<file path="src/rtl/mxv_frame_parser_if.sv">
// Byte-in / FIFO-out bundle of the MxV frame parser.
// master = parser side, slave = UART/FIFO side.
interface mxv_frame_parser_if #(
  parameter int DW    = 8,
  parameter int N_MAX = 8
) ();
  logic                         rx_valid;
  logic [DW-1:0]                rx_data;
  logic                         rx_err;
  logic [N_MAX-1:0]             row_full;
  logic                         vec_full;
  logic [N_MAX-1:0]             row_wr;
  logic                         vec_wr;
  logic [DW-1:0]                wdata;
  logic                         fifo_flush;
  logic [$clog2(N_MAX+1)-1:0]   n_cfg;
  logic                         start_p;
  logic                         repeat_p;
  logic                         frame_ok;
  logic                         frame_err;
  logic [2:0]                   err_code;
  logic                         busy;

  modport master (
    input  rx_valid, rx_data, rx_err,
    input  row_full, vec_full,
    output row_wr, vec_wr, wdata, fifo_flush,
    output n_cfg, start_p, repeat_p,
    output frame_ok, frame_err, err_code, busy
  );

  modport slave (
    output rx_valid, rx_data, rx_err,
    output row_full, vec_full,
    input  row_wr, vec_wr, wdata, fifo_flush,
    input  n_cfg, start_p, repeat_p,
    input  frame_ok, frame_err, err_code, busy
  );
endinterface

</file>
<file path="src/rtl/mxv_frame_parser.sv">
// Length-checked FE,L,CMD,payload,EF frame decoder that steers
// matrix/vector elements into FIFOs and commits control on EOF.
module mxv_frame_parser #(
  parameter int            DW          = 8,
  parameter int            N_MAX       = 8,
  parameter int            TIMEOUT_CYC = 4096,
  parameter logic [DW-1:0] SOF         = DW'(8'hFE),
  parameter logic [DW-1:0] EOF         = DW'(8'hEF)
) (
  input logic                clk,
  input logic                rst,
  mxv_frame_parser_if.master bus
);

  localparam int NW = $clog2(N_MAX + 1);
  localparam int MW = 2 * NW;
  localparam int TW = $clog2(TIMEOUT_CYC + 1);

  localparam logic [2:0] C_START = 3'd1;
  localparam logic [2:0] C_REP   = 3'd2;
  localparam logic [2:0] C_SIZE  = 3'd3;
  localparam logic [2:0] C_MAT   = 3'd4;
  localparam logic [2:0] C_VEC   = 3'd5;

  typedef enum logic [2:0] {
    S_IDLE, S_LEN, S_CMD, S_PAY,
    S_EOF, S_COMMIT, S_ABORT
  } state_e;

  state_e           state_q, state_d;
  logic [7:0]       len_q, len_d;
  logic [7:0]       cnt_q, cnt_d;
  logic [2:0]       cmd_q, cmd_d;
  logic [NW-1:0]    lane_q, lane_d;
  logic [NW-1:0]    nsh_q, nsh_d;
  logic [NW-1:0]    ncfg_q, ncfg_d;
  logic [TW-1:0]    tmo_q, tmo_d;
  logic [2:0]       err_q, err_d;
  logic [N_MAX-1:0] row_wr_q, row_wr_d;
  logic             vec_wr_q, vec_wr_d;
  logic [DW-1:0]    wdata_q, wdata_d;

  logic [MW-1:0]    nn;
  logic [7:0]       rx_b;
  logic [7:0]       l_req;
  logic [N_MAX-1:0] lane_oh;
  logic             cmd_ok;
  logic             need_n;
  logic             n_ok;
  logic             lane_full;
  logic             abort;
  logic [2:0]       code;

  assign rx_b      = 8'(bus.rx_data);
  assign nn        = MW'(ncfg_q) * MW'(ncfg_q);
  assign cmd_ok    = bus.rx_data >= DW'(1) &&
                     bus.rx_data <= DW'(5);
  assign need_n    = rx_b[2:0] == C_MAT ||
                     rx_b[2:0] == C_VEC;
  assign n_ok      = bus.rx_data != '0 &&
                     bus.rx_data <= DW'(N_MAX);
  assign lane_oh   = N_MAX'(1) << lane_q;
  assign lane_full = |(bus.row_full & lane_oh);

  always_comb begin
    l_req = 8'd1;
    unique case (rx_b[2:0])
      C_SIZE:  l_req = 8'd2;
      C_MAT:   l_req = 8'(nn) + 8'd1;
      C_VEC:   l_req = 8'(ncfg_q) + 8'd1;
      default: l_req = 8'd1;
    endcase
  end

  always_comb begin
    state_d  = state_q;
    len_d    = len_q;
    cnt_d    = cnt_q;
    cmd_d    = cmd_q;
    lane_d   = lane_q;
    nsh_d    = nsh_q;
    ncfg_d   = ncfg_q;
    tmo_d    = '0;
    err_d    = err_q;
    row_wr_d = '0;
    vec_wr_d = 1'b0;
    wdata_d  = wdata_q;
    abort    = 1'b0;
    code     = 3'd0;
    unique case (state_q)
      S_IDLE: begin
        if (bus.rx_valid && bus.rx_data == SOF) begin
          state_d = S_LEN;
          lane_d  = '0;
        end
      end
      S_COMMIT: begin
        state_d = S_IDLE;
        if (cmd_q == C_SIZE) ncfg_d = nsh_q;
      end
      S_ABORT: state_d = S_IDLE;
      default: begin
        tmo_d = tmo_q + TW'(1);
        // rx_err outranks both a byte and the timeout
        if (bus.rx_err) begin
          abort = 1'b1;
          code  = 3'd7;
        end else if (bus.rx_valid) begin
          tmo_d = '0;
          if (state_q == S_LEN) begin
            len_d   = rx_b;
            state_d = S_CMD;
          end else if (state_q == S_CMD) begin
            cmd_d = rx_b[2:0];
            if (!cmd_ok) begin
              abort = 1'b1;
              code  = 3'd2;
            end else if (need_n && ncfg_q == '0) begin
              abort = 1'b1;
              code  = 3'd3;
            end else if (len_q != l_req) begin
              abort = 1'b1;
              code  = 3'd1;
            end else begin
              cnt_d   = len_q - 8'd1;
              state_d = (len_q == 8'd1) ? S_EOF : S_PAY;
            end
          end else if (state_q == S_PAY) begin
            cnt_d = cnt_q - 8'd1;
            if (cnt_q == 8'd1) state_d = S_EOF;
            unique case (1'b1)
              cmd_q == C_SIZE: begin
                if (n_ok) nsh_d = NW'(bus.rx_data);
                else begin
                  abort = 1'b1;
                  code  = 3'd3;
                end
              end
              cmd_q == C_MAT: begin
                if (lane_full) begin
                  abort = 1'b1;
                  code  = 3'd5;
                end else begin
                  row_wr_d = lane_oh;
                  wdata_d  = bus.rx_data;
                  lane_d   = (lane_q + NW'(1) == ncfg_q)
                           ? '0 : lane_q + NW'(1);
                end
              end
              cmd_q == C_VEC: begin
                if (bus.vec_full) begin
                  abort = 1'b1;
                  code  = 3'd5;
                end else begin
                  vec_wr_d = 1'b1;
                  wdata_d  = bus.rx_data;
                end
              end
              default: ;
            endcase
          end else begin
            if (bus.rx_data == EOF) state_d = S_COMMIT;
            else begin
              abort = 1'b1;
              code  = 3'd4;
            end
          end
        end else if (tmo_q == TW'(TIMEOUT_CYC - 1)) begin
          abort = 1'b1;
          code  = 3'd6;
        end
      end
    endcase
    if (abort) begin
      state_d = S_ABORT;
      err_d   = code;
    end
  end

  always_ff @(posedge clk) begin
    if (rst) begin
      state_q  <= S_IDLE;
      len_q    <= '0;
      cnt_q    <= '0;
      cmd_q    <= '0;
      lane_q   <= '0;
      nsh_q    <= '0;
      ncfg_q   <= '0;
      tmo_q    <= '0;
      err_q    <= '0;
      row_wr_q <= '0;
      vec_wr_q <= 1'b0;
      wdata_q  <= '0;
    end else begin
      state_q  <= state_d;
      len_q    <= len_d;
      cnt_q    <= cnt_d;
      cmd_q    <= cmd_d;
      lane_q   <= lane_d;
      nsh_q    <= nsh_d;
      ncfg_q   <= ncfg_d;
      tmo_q    <= tmo_d;
      err_q    <= err_d;
      row_wr_q <= row_wr_d;
      vec_wr_q <= vec_wr_d;
      wdata_q  <= wdata_d;
    end
  end

  assign bus.row_wr     = row_wr_q;
  assign bus.vec_wr     = vec_wr_q;
  assign bus.wdata      = wdata_q;
  assign bus.n_cfg      = ncfg_q;
  assign bus.err_code   = err_q;
  assign bus.busy       = state_q != S_IDLE;
  assign bus.frame_ok   = state_q == S_COMMIT;
  assign bus.start_p    = state_q == S_COMMIT &&
                          cmd_q == C_START;
  assign bus.repeat_p   = state_q == S_COMMIT &&
                          cmd_q == C_REP;
  assign bus.frame_err  = state_q == S_ABORT;
  assign bus.fifo_flush = state_q == S_ABORT;

endmodule

</file>
<file path="src/flat_wrapper.sv">
// flat-port wrapper written by rule: the top's interface ports become plain ports
module mxv_frame_parser_flat 
#(
  parameter int            DW          = 8,
  parameter int            N_MAX       = 8,
  parameter int            TIMEOUT_CYC = 4096,
  parameter logic [DW-1:0] SOF         = DW'(8'hFE),
  parameter logic [DW-1:0] EOF         = DW'(8'hEF)
)
  (clk, rst, bus_rx_valid, bus_rx_data, bus_rx_err, bus_row_full, bus_vec_full, bus_row_wr, bus_vec_wr, bus_wdata, bus_fifo_flush, bus_n_cfg, bus_start_p, bus_repeat_p, bus_frame_ok, bus_frame_err, bus_err_code, bus_busy);
  mxv_frame_parser_if #(.DW(DW), .N_MAX(N_MAX)) bus_i ();
  input logic clk;
  input logic rst;
  input wire logic [$bits(bus_i.rx_valid)-1:0] bus_rx_valid;
  input wire logic [$bits(bus_i.rx_data)-1:0] bus_rx_data;
  input wire logic [$bits(bus_i.rx_err)-1:0] bus_rx_err;
  input wire logic [$bits(bus_i.row_full)-1:0] bus_row_full;
  input wire logic [$bits(bus_i.vec_full)-1:0] bus_vec_full;
  output wire logic [$bits(bus_i.row_wr)-1:0] bus_row_wr;
  output wire logic [$bits(bus_i.vec_wr)-1:0] bus_vec_wr;
  output wire logic [$bits(bus_i.wdata)-1:0] bus_wdata;
  output wire logic [$bits(bus_i.fifo_flush)-1:0] bus_fifo_flush;
  output wire logic [$bits(bus_i.n_cfg)-1:0] bus_n_cfg;
  output wire logic [$bits(bus_i.start_p)-1:0] bus_start_p;
  output wire logic [$bits(bus_i.repeat_p)-1:0] bus_repeat_p;
  output wire logic [$bits(bus_i.frame_ok)-1:0] bus_frame_ok;
  output wire logic [$bits(bus_i.frame_err)-1:0] bus_frame_err;
  output wire logic [$bits(bus_i.err_code)-1:0] bus_err_code;
  output wire logic [$bits(bus_i.busy)-1:0] bus_busy;
  assign bus_i.rx_valid = bus_rx_valid;
  assign bus_i.rx_data = bus_rx_data;
  assign bus_i.rx_err = bus_rx_err;
  assign bus_i.row_full = bus_row_full;
  assign bus_i.vec_full = bus_vec_full;
  assign bus_row_wr = bus_i.row_wr;
  assign bus_vec_wr = bus_i.vec_wr;
  assign bus_wdata = bus_i.wdata;
  assign bus_fifo_flush = bus_i.fifo_flush;
  assign bus_n_cfg = bus_i.n_cfg;
  assign bus_start_p = bus_i.start_p;
  assign bus_repeat_p = bus_i.repeat_p;
  assign bus_frame_ok = bus_i.frame_ok;
  assign bus_frame_err = bus_i.frame_err;
  assign bus_err_code = bus_i.err_code;
  assign bus_busy = bus_i.busy;
  mxv_frame_parser #(.DW(DW), .N_MAX(N_MAX), .TIMEOUT_CYC(TIMEOUT_CYC), .SOF(SOF), .EOF(EOF)) u_core (.clk(clk), .rst(rst), .bus(bus_i));
endmodule
</file>
<file path="config.mk">
export PLATFORM = sky130hd
export DESIGN_NAME = mxv_frame_parser_flat
export DESIGN_NICKNAME = d
export VERILOG_FILES = /design/src/rtl/mxv_frame_parser_if.sv /design/src/rtl/mxv_frame_parser.sv /design/src/flat_wrapper.sv
export SDC_FILE = /design/constraint.sdc
export NUM_CORES = 1
export LEC_CHECK = 0
export CORE_MARGIN = 3
export CORE_UTILIZATION = 61
export CTS_CLUSTER_DIAMETER = 120
export DETAILED_ROUTE_END_ITERATION = 10
export GPL_TIMING_DRIVEN = 0
export PLACE_DENSITY = 0.86
export REMOVE_ABC_BUFFERS = 1
export SETUP_SLACK_MARGIN = 0.2
export SYNTH_ARGS = -nofsm -noshare
export SYNTH_HDL_FRONTEND = slang
export SYNTH_SLANG_ARGS = --single-unit
</file>
<file path="constraint.sdc">
create_clock -name clk -period 4.6 [get_ports clk]
set_input_delay 0.46 -clock clk [delete_from_list [all_inputs] [get_ports clk]]
set_output_delay 0.46 -clock clk [all_outputs]
set_load 0.05 [all_outputs]
</file>
==> summary.txt, run 1 <==
Global routing
  – Largest net degree at the start of global routing: between 40 and 50
  – Vias in the first global route: 3858
  – Initial antenna violation count: 0
  – Met2 usage: 0.444
  – Global Route Usage Sum: 0.266
  – GR peak layer: met2
  – Met3 usage: 0.0459
  – GRT met1 Usage: 0.346
  – First-pass GRT wire length: around 18000 µm
  – Grt total ovfl: 0

Floorplanning
  – Die width: between 80 and 90 µm
  – CORE AREA: around 0.0066 mm²
  – Initial Util: 0.651
  – Die area: a little over 0.008 mm²
  – I/O pin cnt: 51
  – Floorplan row count: 29
  – Die Y: ~90 µm

STA
  – Post-layout min period: about 3.4 ns
  – Max-slew violations: 0
  – Setup_tns: 0 ns
  – WHS: roughly 0.46 ns
  – Setup WS post-layout: 1.16 ns
  – Worst relative slew slack: 0.372
  – Fmax: slightly below 300 MHz
  – Worst Skew: about 0.0084 ns
  – Final setup fails: 0
  – Tightest Pin Transition: between 0.9 and 1 ns
  – RSZ-0062 raised after global routing: false
  – Final Cycle Share: 0.749
  – Final hold violations: 0

Yosys
  – Synth Instances: between 500 and 600
  – Synth warn: 0
  – Register area share after synthesis: 0.312
  – Post-synthesis async set-or-reset flop share: 0
  – Syn avg cell area: ~8.2 µm²
  – Top_reg_cell synth: dfxtp_1
  – Synth cell types: 71
  – Seq cells post-synth: 67
  – EDFF count, synth: 0
  – Synthesized area: about 0.0043 mm²

Cells and area
  – Most common cell after layout, fill and taps aside: dfxtp_1
  – Layout cells sized above 1: 0.0533
  – Final instance area: 0.00495 mm²
  – Area grow syn2layout: 15.0%
  – Fin cells: approximately 660
  – Total Nets Final: 598
  – Util after Layout: 0.749
  – Diode count: 0
  – Commonest cells after routing, fill and taps aside: 67 x dfxtp_1, 64 x nor2_1, 49 x clkdlybuf4s50_1

Pwr
  – Leakage Power: roughly 1.9 nW
  – Power Total: roughly 1.9 mW
  – Worst vdd ir: just over 300 µV
  – Cell Pwr Density: about 380 mW/mm²

Run
  – Max-cap violations: 0

Detailed routing
  – Via/cell ratio: slightly above 6
  – Routed wire per std cell: ~16 µm
  – DRT antenna net count: 0
  – Via Count: 4021
  – Drt pass-1 iters: 7
  – Final wirelength: approximately 11000 µm
  – DR DRC count: 0
  – 1st-iter DRT viols: approximately 260

Setup path
  – Crit path DAT: about 3.7 ns
  – Startpoint Class: flip-flop
  – Crit end category: flip-flop
  – Critical path type: reg2reg
  – CP max FO: 11
  – Endpoint required time on the critical path: slightly below 5 ns

CTS
  – CTS Sinks: 67
  – H-tree Lvls: 3
  – Cts hold-fix bufs: 0
  – CTS Buf Count: 9
  – Worst skew pair latency: roughly 0.35 ns
  – Largest buffer count on any clock path: 2
  – Root Buffer: clkbuf_8
  – Postcts setup bufs: 0
  – # resized after CTS: 0
  – Reg clk slew, reported paths: ~0.08 ns
  – TritonCTS clock tree: yes

Placed design
  – Detailed placement HPWL: roughly 7800 µm
  – Port Buffers: 50
  – Inst Count DP: 640
  – Area post-placement: 0.00475 mm²
  – Worst slack, placed: 0.899 ns
  – RePlAce Congestion: around 0.92

Worst hold path
  – Hold crit path type: reg2reg

Run status
  – Status: finished, final reports clean
-- cells in the mapped netlist, types with 5 or more instances --
master     n  area [µm²]
a31oi_1    7        43.8
nor2_1    64         240
and3_1    16         100
nor3_1    11        55.1
ha_1      18         225
a21oi_1   31         155
a211oi_1   5        37.5
nand3b_1   5        37.5
xor2_1    12         105
nand3_1   18        90.1
xnor2_1   15         131
nand4_1    8        50.1
o21ai_0   26         130
clkbuf_1  17        63.8
buf_6      5        56.3
nand2b_1   5        31.3
inv_1     25        93.8
mux2i_1   25         250
nor4b_1    5        43.8
dfxtp_1   67        1340
nand2_1   32         120
nor2b_1   10        62.6
and2_1     9        56.3
nor4_1     5        31.3
-- per-layer routing --
metal | routed length (µm) | share of wire | vias up
li1 | - | - | 1946
met1 | 4560 | 0.43 | 1882
met2 | 5130 | 0.48 | 164
met3 | 685 | 0.064 | 29
met4 | 256 | 0.024 | 0
met5 | 0 | 0 | -
-- critical path, cell delays in order (launching register included) --
cell and delay, ns:
dfxtp_1 0.57, nor2b_1 0.21, and2_1 0.19, ha_1 0.24
a211oi_1 0.40, o21ai_0 0.23, a31o_2 0.29, and4b_1 0.31
nand3_1 0.21, or4b_1 0.55, a31oi_1 0.16
-- state kept, by name, indices dropped and copies added, names as in the netlist --
register / flops
u_core.tmo_q: 13
u_core.bus.row_wr: 8
u_core.bus.vec_wr: 1
u_core.bus.n_cfg: 4
u_core.lane_q: 4
u_core.nsh_q: 4
u_core.cmd_q: 3
u_core.len_q: 8
u_core.bus.err_code: 3
u_core.state_q: 3
u_core.cnt_q: 8
u_core.bus.wdata: 8
-- cell families after synthesis --
kind of cell             count (synthesis)  share of synthesized area
adder cells (fa/ha/maj)                 20                     0.0593
multiplexers                            25                     0.0582
buffers and inverters                   55                     0.0628
AO/OA/AOI/OAI                          117                      0.182
AND/OR/NAND/NOR                        215                      0.271
flip-flops                              67                      0.312
XOR/XNOR                                27                     0.0550
-- power by group --
part           total (mW)  internal, mW  switching, mW
clock network       0.494         0.263          0.231
registers           0.699         0.622         0.0769
logic               0.678         0.258          0.421
-- path summary, 6_finish.rpt --
kind | start | slack [ns] | end | depth (start not counted)
worst min register to register | u_core.nsh_q[3] | 0.46 | u_core.bus.n_cfg[3] | 2
worst max register to register | u_core.bus.n_cfg[2] | 1.16 | u_core.cnt_q[7] | 10
worst min-delay path | u_core.nsh_q[3] | 0.46 | u_core.bus.n_cfg[3] | 2
worst max-delay path | u_core.bus.n_cfg[2] | 1.16 | u_core.cnt_q[7] | 10
-- final cells by class --
type	instances	area [µm²]
repair buffers	51	507
flip-flops and latches	67	1340
well taps	93	116
multi-input cells	404	2700
fillers	517	1660
clock inverters	5	52.6
inverters	25	93.8
clock buffers	11	141
Power figures use the tool's default switching activity.
==> inputs of run 2 (changes only) <==
--- a/config.mk
+++ b/config.mk
@@ -6,11 +6,11 @@
 export NUM_CORES = 1
 export LEC_CHECK = 0
 export CORE_MARGIN = 3
-export CORE_UTILIZATION = 61
+export CORE_UTILIZATION = 51
 export CTS_CLUSTER_DIAMETER = 120
 export DETAILED_ROUTE_END_ITERATION = 10
 export GPL_TIMING_DRIVEN = 0
-export PLACE_DENSITY = 0.86
+export PLACE_DENSITY = 0.77
 export REMOVE_ABC_BUFFERS = 1
 export SETUP_SLACK_MARGIN = 0.2
 export SYNTH_ARGS = -nofsm -noshare
==> constraint.sdc (replaced) <==
create_clock -name clk -period 3.1 [get_ports clk]
set_input_delay 0.31 -clock clk [delete_from_list [all_inputs] [get_ports clk]]
set_output_delay 0.31 -clock clk [all_outputs]
set_load 0.05 [all_outputs]
==> run 2 against run 1 <==
Against the previous run:
- via count increased by 1.4%
- highest routed layer unchanged
- clock skew rose by 0.0011 ns
- final area grew 4.0%
- global-route usage down 3.5 points
- first-iteration DRC count increased by 61%
- total power grew 50%
- clock-buffer cell count fell by 1
- worst hold slack worse by 0.017 ns
- flip-flop and latch count stayed put
- setup slack got worse by 0.89 ns
- sequential power grew 49%
- maximum frequency increased by 21%
==> summary.txt, run 2 (synthesis results as in run 1) <==
Global routing
  – Initial antenna violation count: 0 (unchanged)
  – Grt total ovfl: 0 (unchanged)
  – Vias in the first global route: 3809 (-1.3%)
  – Global Route Usage Sum: 0.231 (-0.0349)
  – Largest net degree at the start of global routing: 43 (unchanged)
  – First-pass GRT wire length: 18400 µm (+0.64%)

Cells and area
  – Util after Layout: 0.646 (-0.104)
  – Area grow syn2layout: 19.6%
  – Fin cells: 675 (+2.9%)
  – Fill cells: 695 (+34%)
  – Largest register by flop count: u_core.tmo_q
  – Total Nets Final: 608 (+1.7%)
  – Final instance area: 0.00514 mm² (+4.0%)
  – Commonest cells after routing, fill and taps aside: 64 x nor2_1, 61 x dfxtp_1, 44 x clkdlybuf4s50_1
  – Number of flip-flops under the largest register name: 13 (unchanged)
  – Diode count: 0 (unchanged)
  – Layout cells sized above 1: 0.108 (+0.0549)
  – Most common cell after layout, fill and taps aside: nor2_1

STA
  – Final setup fails: 0 (unchanged)
  – Tightest Pin Transition: 0.874 ns (-0.0671 ns)
  – Max-slew violations: 0 (unchanged)
  – Fmax: 353 MHz (+21%)
  – Setup_tns: 0 ns (unchanged)
  – Final hold violations: 0 (unchanged)
  – Post-layout min period: 2.83 ns (-0.609 ns)
  – RSZ-0062 raised after global routing: true
  – Setup WS post-layout: 0.266 ns (-0.891 ns)
  – Worst relative slew slack: 0.415 (+0.0438)
  – Final Cycle Share: 0.914 (+0.166)
  – Worst Skew: 0.00941 ns (+0.00105 ns)
  – WHS: 0.445 ns (-0.0169 ns)

CTS
  – TritonCTS clock tree: yes
  – Cts hold-fix bufs: 0 (unchanged)
  – CTS Sinks: 67 (unchanged)
  – Reg clk slew, reported paths: 0.07 ns (about the same)
  – Root Buffer: clkbuf_8
  – CTS Buf Count: 9 (unchanged)
  – Largest buffer count on any clock path: 2 (unchanged)
  – H-tree Lvls: 3 (unchanged)
  – Worst skew pair latency: 0.34 ns (about the same)

Pwr
  – Power Total: 2.81 mW (+50%)
  – Cell Pwr Density: 547 mW/mm² (+45%)
  – Leakage Power: 1.97 nW (+4.2%)
  – Worst vdd ir: 347 µV (+13%)

Detailed routing
  – Highest metal used: met4
  – Via/cell ratio: 6.04 (-1.4%)
  – DRT antenna net count: 0 (unchanged)
  – Met2 Routed Length: 5480 µm (+6.9%)
  – M1 WL: 4800 µm (+5.3%)
  – DR DRC count: 0 (unchanged)
  – DR WL met3: 658 µm (-3.9%)
  – Drt pass-1 iters: 6 (-1)
  – Routed wire per std cell: 16.5 µm (+2.0%)
  – 1st-iter DRT viols: 423 (+61%)
  – Final wirelength: 11200 µm (+5.0%)
  – Via Count: 4079 (+1.4%)

Run
  – Max-cap violations: 0 (unchanged)

Placed design
  – Detailed placement HPWL: 7870 µm (+1.4%)
  – RePlAce Congestion: 0.908 (-1.3%)
  – Port Buffers: 50 (unchanged)
  – Inst Count DP: 649 (+1.4%)
  – Worst slack, placed: -0.427 ns (-1.33 ns)
  – Area post-placement: 0.00476 mm² (+0.24%)

Setup path
  – Crit path DAT: 3.10 ns (-0.61 ns)
  – Critical path startpoint: u_core.bus.n_cfg[1]
  – CP max FO: 11 (unchanged)
  – Slowest CP cell: or4b_1
  – Critical path type: reg2reg
  – Endpoint required time on the critical path: 3.36 ns (-1.51 ns)
  – Startpoint Class: flip-flop
  – CP Cell Sequence: nor2b_2 -> and2_4 -> ha_4 -> a211oi_4 -> buf_4 -> o21ai_1 -> a31o_2 -> and4b_2 -> nand3_4 -> or4b_1 -> a31oi_1
  – Largest stage delay, worst path: 0.51 ns (-0.06 ns)
  – Buf+Inv Stages, Crit Path: 1 (+1)
  – Crit end category: flip-flop
  – CP top delay family: simple AND/OR/NAND/NOR gates
  – FF-to-FF Start: u_core.bus.n_cfg[1]

Worst hold path
  – HP Start: u_core.nsh_q[3]
  – Hold crit path type: reg2reg

Floorplanning
  – Initial Util: 0.540 (-0.111)
  – Die area: 0.00957 mm² (+18%)
  – I/O pin cnt: 51 (unchanged)
  – Die Y: 97.8 µm (+8.7%)
  – Die width: 97.8 µm (+8.7%)
  – Floorplan row count: 32 (+10%)
  – CORE AREA: 0.00797 mm² (+21%)

Run status
  – Status: finished, final reports clean
run 2: where the power goes:
group	leakage [nW]	internal (mW)	switching [mW]
logic	1.33	0.398	0.640
clock network	0.0987	0.393	0.346
registers	0.545	0.923	0.114
total	1.97	1.71	1.10
run 2: per-layer routing:
| layer | vias to the layer above | global-route usage |
|---|---|---|
| met1 | 1913 | 0.295 |
| met4 | 0 | 0.0820 |
| li1 | 1980 | - |
| met2 | 162 | 0.387 |
| met5 | - | 0 |
| met3 | 24 | 0.0479 |
run 2: worst paths after layout:
check | slack, ns | to | cells past startpoint
worst max-delay path | 0.27 | u_core.cnt_q[7] | 11
worst min-delay path | 0.44 | u_core.bus.n_cfg[3] | 2
worst max register to register | 0.27 | u_core.cnt_q[7] | 11
worst min register to register | 0.44 | u_core.bus.n_cfg[3] | 2
run 2: layout make-up:
class                      count  area, µm²  area share
clock buffer                  10        138      0.0268
timing repair buffer          61        576       0.112
sequential                    67       1360       0.264
tap                          102        128      0.0248
clock inverter                 6       63.8      0.0124
inverter                      25       93.8      0.0182
multi-input combinational    404       2790       0.542
run 2: worst reg2reg max path: stages (launching register included):
cell and delay (ns):
dfxtp_4 0.39, nor2b_2 0.14, and2_4 0.17, ha_4 0.20, a211oi_4 0.28, buf_4 0.15, o21ai_1 0.09, a31o_2 0.23
and4b_2 0.33, nand3_4 0.10, or4b_1 0.51, a31oi_1 0.16
run 2: repair_timing:
| action | 4_1_cts | 5_1_grt |
|---|---|---|
| cloned | 0 | 0 |
| hold endpoints to repair | 0 | 0 |
| buffers inserted | 6 | 4 |
| pin swaps | 3 | 6 |
| gates resized for setup | 19 | 17 |
| endpoints found under the setup margin | 16 | 17 |
